`config.mk`:
```
export PLATFORM = sky130hd
export DESIGN_NAME = led_pattern_seq_flat
export DESIGN_NICKNAME = d
export VERILOG_FILES = /design/src/rtl/led_pattern_seq_if.sv /design/src/rtl/led_pattern_seq.sv /design/src/flat_wrapper.sv
export SDC_FILE = /design/constraint.sdc
export NUM_CORES = 1
export LEC_CHECK = 0
export CORE_MARGIN = 4
export CORE_UTILIZATION = 41
export DETAILED_ROUTE_END_ITERATION = 7
export PLACE_DENSITY_LB_ADDON = 0.1
export SLEW_MARGIN = 20
export SYNTH_ARGS = -nofsm -noshare
export SYNTH_HDL_FRONTEND = slang
export SYNTH_SLANG_ARGS = --single-unit
```
`constraint.sdc`:
```
create_clock -name clk -period 4.06 [get_ports clk]
set_clock_uncertainty 0.1 [all_clocks]
set_input_delay 1.218 -clock clk [delete_from_list [all_inputs] [get_ports clk]]
set_output_delay 1.218 -clock clk [all_outputs]
set_load 0.01 [all_outputs]
```
`src/rtl/led_pattern_seq_if.sv`:
```
// Board-facing signal bundle for the LED pattern sequencer: the raw mode
// button coming in and the LED drive / current mode going out.
interface led_pattern_seq_if #(
    parameter int LED_NUM = 6
);
    logic               btn_n;
    logic [LED_NUM-1:0] leds;
    logic [1:0]         mode;

    modport master (output btn_n, input leds, input mode);
    modport slave  (input btn_n, output leds, output mode);
endinterface

```
`src/rtl/led_pattern_seq.sv`:
```
// LED pattern sequencer: debounced mode button cycles through four
// display patterns (blink, scan, binary count, PWM breathe) stepped at
// STEP_HZ. LEDs are active-low.
//
// state      | meaning
// -----------+------------------------------------------------
// ST_BLINK   | all LEDs toggle every 4 step ticks
// ST_SCAN    | single lit LED bounces end to end, one bit per tick
// ST_COUNT   | LEDs show a binary counter incremented per tick
// ST_BREATHE | all LEDs PWM-dimmed, duty ramps 0..240..0 by 16 per tick
module led_pattern_seq #(
    parameter int CLOCK_XTAL   = 27000000,
    parameter int LED_NUM      = 6,
    parameter int STEP_HZ      = 8,
    parameter int DEBOUNCE_CYC = 540000
) (
    input  logic             clk,
    input  logic             rst,
    led_pattern_seq_if.slave bus
);

    localparam int STEP_DIV = CLOCK_XTAL / STEP_HZ;
    localparam int STEP_W   = (STEP_DIV > 1) ? $clog2(STEP_DIV) : 1;
    localparam int DEB_W    = (DEBOUNCE_CYC > 1) ? $clog2(DEBOUNCE_CYC) : 1;

    localparam logic [STEP_W-1:0]  STEP_LAST = STEP_W'(STEP_DIV - 1);
    localparam logic [DEB_W-1:0]   DEB_LAST  = DEB_W'(DEBOUNCE_CYC - 1);
    localparam logic [LED_NUM-1:0] POS_FIRST = {{(LED_NUM-1){1'b0}}, 1'b1};

    typedef enum logic [1:0] {
        ST_BLINK   = 2'd0,
        ST_SCAN    = 2'd1,
        ST_COUNT   = 2'd2,
        ST_BREATHE = 2'd3
    } state_t;

    state_t             state_q;
    logic               btn_s1_q, btn_s2_q, btn_acc_q;
    logic               armed_q;
    logic [1:0]         fill_q;
    logic [DEB_W-1:0]   deb_cnt_q;
    logic               press, tick;

    logic [STEP_W-1:0]  step_cnt_q, step_cnt_d;
    logic [1:0]         phase_q, phase_d;
    logic [LED_NUM-1:0] pos_q, pos_d;
    logic               dir_down_q, dir_down_d;
    logic [LED_NUM-1:0] count_q, count_d;
    logic [7:0]         duty_q, duty_d;
    logic               duty_down_q, duty_down_d;
    logic [7:0]         pwm_q;
    logic [LED_NUM-1:0] pattern_q, pattern_d;
    logic [LED_NUM-1:0] leds_q;

    // Button synchronizer and debouncer. armed_q only sets once the
    // synchronizer holds real samples showing the button released, so a
    // press held across reset cannot produce an event.
    always_ff @(posedge clk) begin
        if (rst) begin
            btn_s1_q  <= 1'b1;
            btn_s2_q  <= 1'b1;
            btn_acc_q <= 1'b1;
            deb_cnt_q <= '0;
            fill_q    <= 2'd0;
            armed_q   <= 1'b0;
        end else begin
            btn_s1_q <= bus.btn_n;
            btn_s2_q <= btn_s1_q;
            if (fill_q != 2'd2) fill_q <= fill_q + 2'd1;
            if (fill_q == 2'd2 && btn_s2_q) armed_q <= 1'b1;
            if (btn_s2_q == btn_acc_q) begin
                deb_cnt_q <= '0;
            end else if (deb_cnt_q == DEB_LAST) begin
                btn_acc_q <= btn_s2_q;
                deb_cnt_q <= '0;
            end else begin
                deb_cnt_q <= deb_cnt_q + 1'b1;
            end
        end
    end

    assign press = armed_q && btn_acc_q && !btn_s2_q && (deb_cnt_q == DEB_LAST);
    assign tick  = (step_cnt_q == STEP_LAST);

    // Mode FSM: one step around the ring per accepted press
    always_ff @(posedge clk) begin
        if (rst) begin
            state_q <= ST_BLINK;
        end else if (press) begin
            case (state_q)
                ST_BLINK:   state_q <= ST_SCAN;
                ST_SCAN:    state_q <= ST_COUNT;
                ST_COUNT:   state_q <= ST_BREATHE;
                default:    state_q <= ST_BLINK;
            endcase
        end
    end

    // Pattern next-state; a press restarts every pattern generator and
    // swallows a coincident tick
    always_comb begin
        step_cnt_d  = tick ? '0 : step_cnt_q + 1'b1;
        phase_d     = phase_q;
        pos_d       = pos_q;
        dir_down_d  = dir_down_q;
        count_d     = count_q;
        duty_d      = duty_q;
        duty_down_d = duty_down_q;
        pattern_d   = pattern_q;
        if (press) begin
            step_cnt_d  = '0;
            phase_d     = 2'd0;
            pos_d       = POS_FIRST;
            dir_down_d  = 1'b0;
            count_d     = '0;
            duty_d      = 8'd0;
            duty_down_d = 1'b0;
            pattern_d   = (state_q == ST_BLINK) ? POS_FIRST : '0;
        end else begin
            case (state_q)
                ST_BLINK: begin
                    if (tick) begin
                        phase_d = phase_q + 2'd1;
                        if (phase_q == 2'd3) pattern_d = ~pattern_q;
                    end
                end
                ST_SCAN: begin
                    if (tick) begin
                        if (!dir_down_q) begin
                            pos_d = pos_q << 1;
                            if (pos_d[LED_NUM-1]) dir_down_d = 1'b1;
                        end else begin
                            pos_d = pos_q >> 1;
                            if (pos_d[0]) dir_down_d = 1'b0;
                        end
                        pattern_d = pos_d;
                    end
                end
                ST_COUNT: begin
                    if (tick) begin
                        count_d   = count_q + 1'b1;
                        pattern_d = count_d;
                    end
                end
                default: begin
                    if (tick) begin
                        if (!duty_down_q) begin
                            duty_d = duty_q + 8'd16;
                            if (duty_d == 8'd240) duty_down_d = 1'b1;
                        end else begin
                            duty_d = duty_q - 8'd16;
                            if (duty_d == 8'd0) duty_down_d = 1'b0;
                        end
                    end
                    pattern_d = (pwm_q < duty_d) ? '1 : '0;
                end
            endcase
        end
    end

    // Pattern state, free-running PWM and the active-low output register
    always_ff @(posedge clk) begin
        if (rst) begin
            step_cnt_q  <= '0;
            phase_q     <= 2'd0;
            pos_q       <= POS_FIRST;
            dir_down_q  <= 1'b0;
            count_q     <= '0;
            duty_q      <= 8'd0;
            duty_down_q <= 1'b0;
            pwm_q       <= 8'd0;
            pattern_q   <= '0;
            leds_q      <= '1;
        end else begin
            step_cnt_q  <= step_cnt_d;
            phase_q     <= phase_d;
            pos_q       <= pos_d;
            dir_down_q  <= dir_down_d;
            count_q     <= count_d;
            duty_q      <= duty_d;
            duty_down_q <= duty_down_d;
            pwm_q       <= pwm_q + 8'd1;
            pattern_q   <= pattern_d;
            leds_q      <= ~pattern_q;
        end
    end

    assign bus.leds = leds_q;
    assign bus.mode = state_q;

endmodule
```
`src/flat_wrapper.sv`:
```
// flat-port wrapper written by rule: the top's interface ports become plain ports
module led_pattern_seq_flat 
#(
    parameter int CLOCK_XTAL   = 27000000,
    parameter int LED_NUM      = 6,
    parameter int STEP_HZ      = 8,
    parameter int DEBOUNCE_CYC = 540000
)
  (clk, rst, bus_btn_n, bus_leds, bus_mode);
  led_pattern_seq_if #(.LED_NUM(LED_NUM)) bus_i ();
  input  logic clk;
  input  logic rst;
  input wire logic [$bits(bus_i.btn_n)-1:0] bus_btn_n;
  output wire logic [$bits(bus_i.leds)-1:0] bus_leds;
  output wire logic [$bits(bus_i.mode)-1:0] bus_mode;
  assign bus_i.btn_n = bus_btn_n;
  assign bus_leds = bus_i.leds;
  assign bus_mode = bus_i.mode;
  led_pattern_seq #(.CLOCK_XTAL(CLOCK_XTAL), .LED_NUM(LED_NUM), .STEP_HZ(STEP_HZ), .DEBOUNCE_CYC(DEBOUNCE_CYC)) u_core (.clk(clk), .rst(rst), .bus(bus_i));
endmodule
```
==> impl_metrics.csv <==
group,metric,value,unit
outcome,status,"finished clean",
worst_setup_path,required,4.23,ns
synth,synth-adder-area-share,5.35,%
clock_network,cts_htree_levels,3,
layout,mostFrequentLayoutCells,"dfxtp_1 (90), nor2_1 (80), xnor2_1 (37), nand2_1 (28), nand3_1 (27)",
layout,areaGrowthSynthToFinish,9.66,%
floorplanning,core_area,9860,um2
timing,relSlewSlack,44.7,%
floorplanning,row_count,36,
layout,final_common_cell,"dfxtp_1",
global_routing,grt_antenna_before_repair,0,
placement,placed_area,4440,um2
layout,drive_gt1_share,5.73,%
synth,synth_top_family_by_area,"simple AND/OR/NAND/NOR gates",
worst_setup_path,crit_path_end,"u_core.pattern_q[4]",
worst_setup_path,critical_path.startpoint,"u_core.step_cnt_q[0]",
job,drv_cap,0,
placement,portBuffers,10,
global_routing,grt_start_max_net_pins,23,
worst_setup_path,rr_startpoint,"u_core.step_cnt_q[0]",
floorplanning,dieWidth,109,um
timing,final.setup.tns,0,ns
drt,ant_nets,0,
timing,fmax,301,MHz
worst_setup_path,cp-end-kind,"flip-flop",
clock_network,cts.sinks,90,
clock_network,cts_buffers,9,
worst_setup_path,crit_fanout,9,
drt,wl_per_cell,13.0,um
synth,synth_simple_gate_area_share,24.9,%
placement,place_congestion,0.797,
placement,hpwl,5880,um
synth,syn_area_per_cell,8.86,um2
layout,nets,505,
layout,stdcell_area,4620,um2
worst_setup_path,rr_worst_depth,10,
layout,multi_input_area,2270,um2
floorplanning,die_y,109,um
clock_network,cts_tree,"done",
synth,synth_area,4210,um2
global_routing,overflow,0,
timing,hold_violations,0,
drt,vias_per_cell,5.09,
synth,synth_edf_count,0,
worst_setup_path,r2r_slack,0.74,ns
clock_network,clock_latency,0.36,ns
hold_path,hold_depth,1,
layout,seq_area,1800,um2
worst_setup_path,r2r_end,"u_core.pattern_q[4]",
synth,synth_top_flop_cell,"dfxtp_1",
worst_setup_path,critPathKind,"flip-flop to flip-flop",
synth,synthArstFlopShare,0,%
global_routing,first_global_vias,3060,
global_routing,grt_first_pass_wirelength,14400,um
synth,synth_compound_area_share,8.50,%
layout,diodes,0,
pwr,power_density,334,nW/um2
synth,synthXorXnorAreaFrac,12.1,%
synth,synth_warnings,0,
timing,worst_pin_slew,0.828,ns
layout,fillers,967,
clock_network,ctsResizeCount,0,
timing,final_max_slew_viol_count,0,
pwr,p_leak,1.63,nW
drt,finalWirelength,8060,um
synth,yosys-mux-area-fraction,3.18,%
pwr,ir_drop,232,uV
worst_setup_path,startpoint_type,"flip-flop",
clock_network,cts_hold_buf,0,
timing,rsz0062_at_grt,"no",
synth,postSynthCellCount,475,
synth,synthesis.nets,496,
clock_network,clkSlewWorstSetupHoldPaths,0.09,ns
timing,finalSetupViolCount,0,
worst_setup_path,worstPathArrival,3.49,ns
drt,drc,0,
floorplanning,start_util,42.7,%
clock_network,clockBufferDepth,2,
synth,ys_ff_latch,90,
synth,ys_seq_area_share,42.8,%
synth,synth.distinct_cells,56,
timing,fin_crit,3.32,ns
floorplanning,die-area,12000,um2
clock_network,post_cts_buffers,0,
drt,drt_pass1_iterations,4,
global_routing,grtUsageTotal,15.1,%
hold_path,min_path_type,"flip-flop to flip-flop",
drt,drtIter0Drc,145,
floorplanning,ios,11,
drt,vias,3169,
clock_network,cts_root_buf,"clkbuf_8",
timing,period_share,81.7,%
-- synth_stat cells (2+ instances only) --
cell | instances | share of area (%)
xnor2_1 | 37 | 7.7
clkbuf_1 | 11 | 0.98
nand4_1 | 10 | 1.5
or2_2 | 2 | 0.30
nand3b_1 | 2 | 0.36
nor2_1 | 80 | 7.1
mux2_2 | 3 | 0.80
nor2b_1 | 5 | 0.74
mux2i_1 | 10 | 2.4
o32ai_1 | 6 | 1.2
or3_1 | 4 | 0.59
buf_1 | 2 | 0.18
nand3_1 | 27 | 3.2
a21oi_1 | 17 | 2.0
ha_1 | 18 | 5.3
inv_1 | 21 | 1.9
nor3_1 | 13 | 1.5
o21ai_0 | 9 | 1.1
and4_1 | 5 | 1.0
and3_1 | 9 | 1.3
a211oi_1 | 3 | 0.53
or4_1 | 2 | 0.36
dfxtp_1 | 90 | 43
nor4_1 | 5 | 0.74
nand4bb_1 | 2 | 0.53
xor2_1 | 21 | 4.4
and2_1 | 2 | 0.30
nand2_1 | 28 | 2.5
a221o_1 | 4 | 0.95
-- worst max-delay path, stage by stage, from the launching register on --
cell	delay [ns]
dfxtp_1	0.38
ha_1	0.24
nand4_1	0.19
nor4_4	0.52
nand3_1	0.16
xor2_1	0.17
ha_1	0.31
a21oi_1	0.17
nor2b_1	0.06
or4_1	0.62
o32ai_1	0.31
-- cell type report --
cell class / count / share of cell area (%)
Multi-Input combinational cell: 349 / 49.2
Sequential cell: 90 / 39.0
Tap cell: 133 / 3.60
Clock buffer: 10 / 2.98
Timing Repair Buffer: 12 / 2.49
Inverter: 22 / 1.79
Clock inverter: 6 / 0.894
-- per-layer routing --
metal	up-vias	track usage, %	share of wire (%)
met5	-	0	0
met4	0	4.27	1.1
met3	10	4.58	3.7
met2	33	25.7	49
met1	1469	18.6	46
li1	1657	-	-
-- per-stage QoR --
stage               setup WS (ns)  total power, mW  util [%]  instances  hold slack [ns]
detailed placement          0.715             1.01      45.0        606            0.269
global placement            0.851             1.01      45.0        606            0.271
finish                      0.742             1.54      46.8        622            0.286
global route                0.449             1.62      46.8        622            0.321
CTS                         0.700             1.57      46.8        622            0.289
floorplan                    1.07            0.990         -        475            0.258
-- flip-flops by register name, indices dropped and copies added (netlist names) --
register and flops:
u_core.armed_q 1, u_core.btn_acc_q 1, u_core.btn_s1_q 1, u_core.btn_s2_q 1
u_core.bus.leds 6, u_core.bus.mode 2, u_core.count_q 6, u_core.deb_cnt_q 20
u_core.dir_down_q 1, u_core.duty_down_q 1, u_core.duty_q 4, u_core.fill_q 2
u_core.pattern_q 6, u_core.phase_q 2, u_core.pos_q 6, u_core.pwm_q 8
u_core.step_cnt_q 22
-- logic make-up (layout without fill, tap and decap cells) --
kind of cell | Yosys count | in the layout
and+or+nand+nor | 208 | 208
DFF | 90 | 90
xor gates and xnor gates | 58 | 58
AOI/OAI and AO/OA | 52 | 52
buffers and inverters | 36 | 50
adders and majority gates | 18 | 18
muxes | 13 | 13
-- where the power goes --
| group | internal (mW) | leakage [nW] | total (mW) | switching (mW) |
|---|---|---|---|---|
| Clock | 0.239 | 0.0847 | 0.555 | 0.316 |
| Combinational | 0.0305 | 0.816 | 0.0701 | 0.0396 |
| Sequential | 0.903 | 0.728 | 0.917 | 0.0139 |
-- worst min path at each step --
stage | start | end | slack (ns)
finish | u_core.pattern_q[3] | u_core.bus.leds[3] | 0.29
global route | u_core.pattern_q[4] | u_core.bus.leds[4] | 0.32
CTS | u_core.pattern_q[3] | u_core.bus.leds[3] | 0.29
detailed placement | u_core.pattern_q[3] | u_core.bus.leds[3] | 0.27
global placement | u_core.pattern_q[4] | u_core.bus.leds[4] | 0.27
floorplan | u_core.pattern_q[1] | u_core.bus.leds[1] | 0.26
No activity file was read; power rests on OpenSTA's default activity.
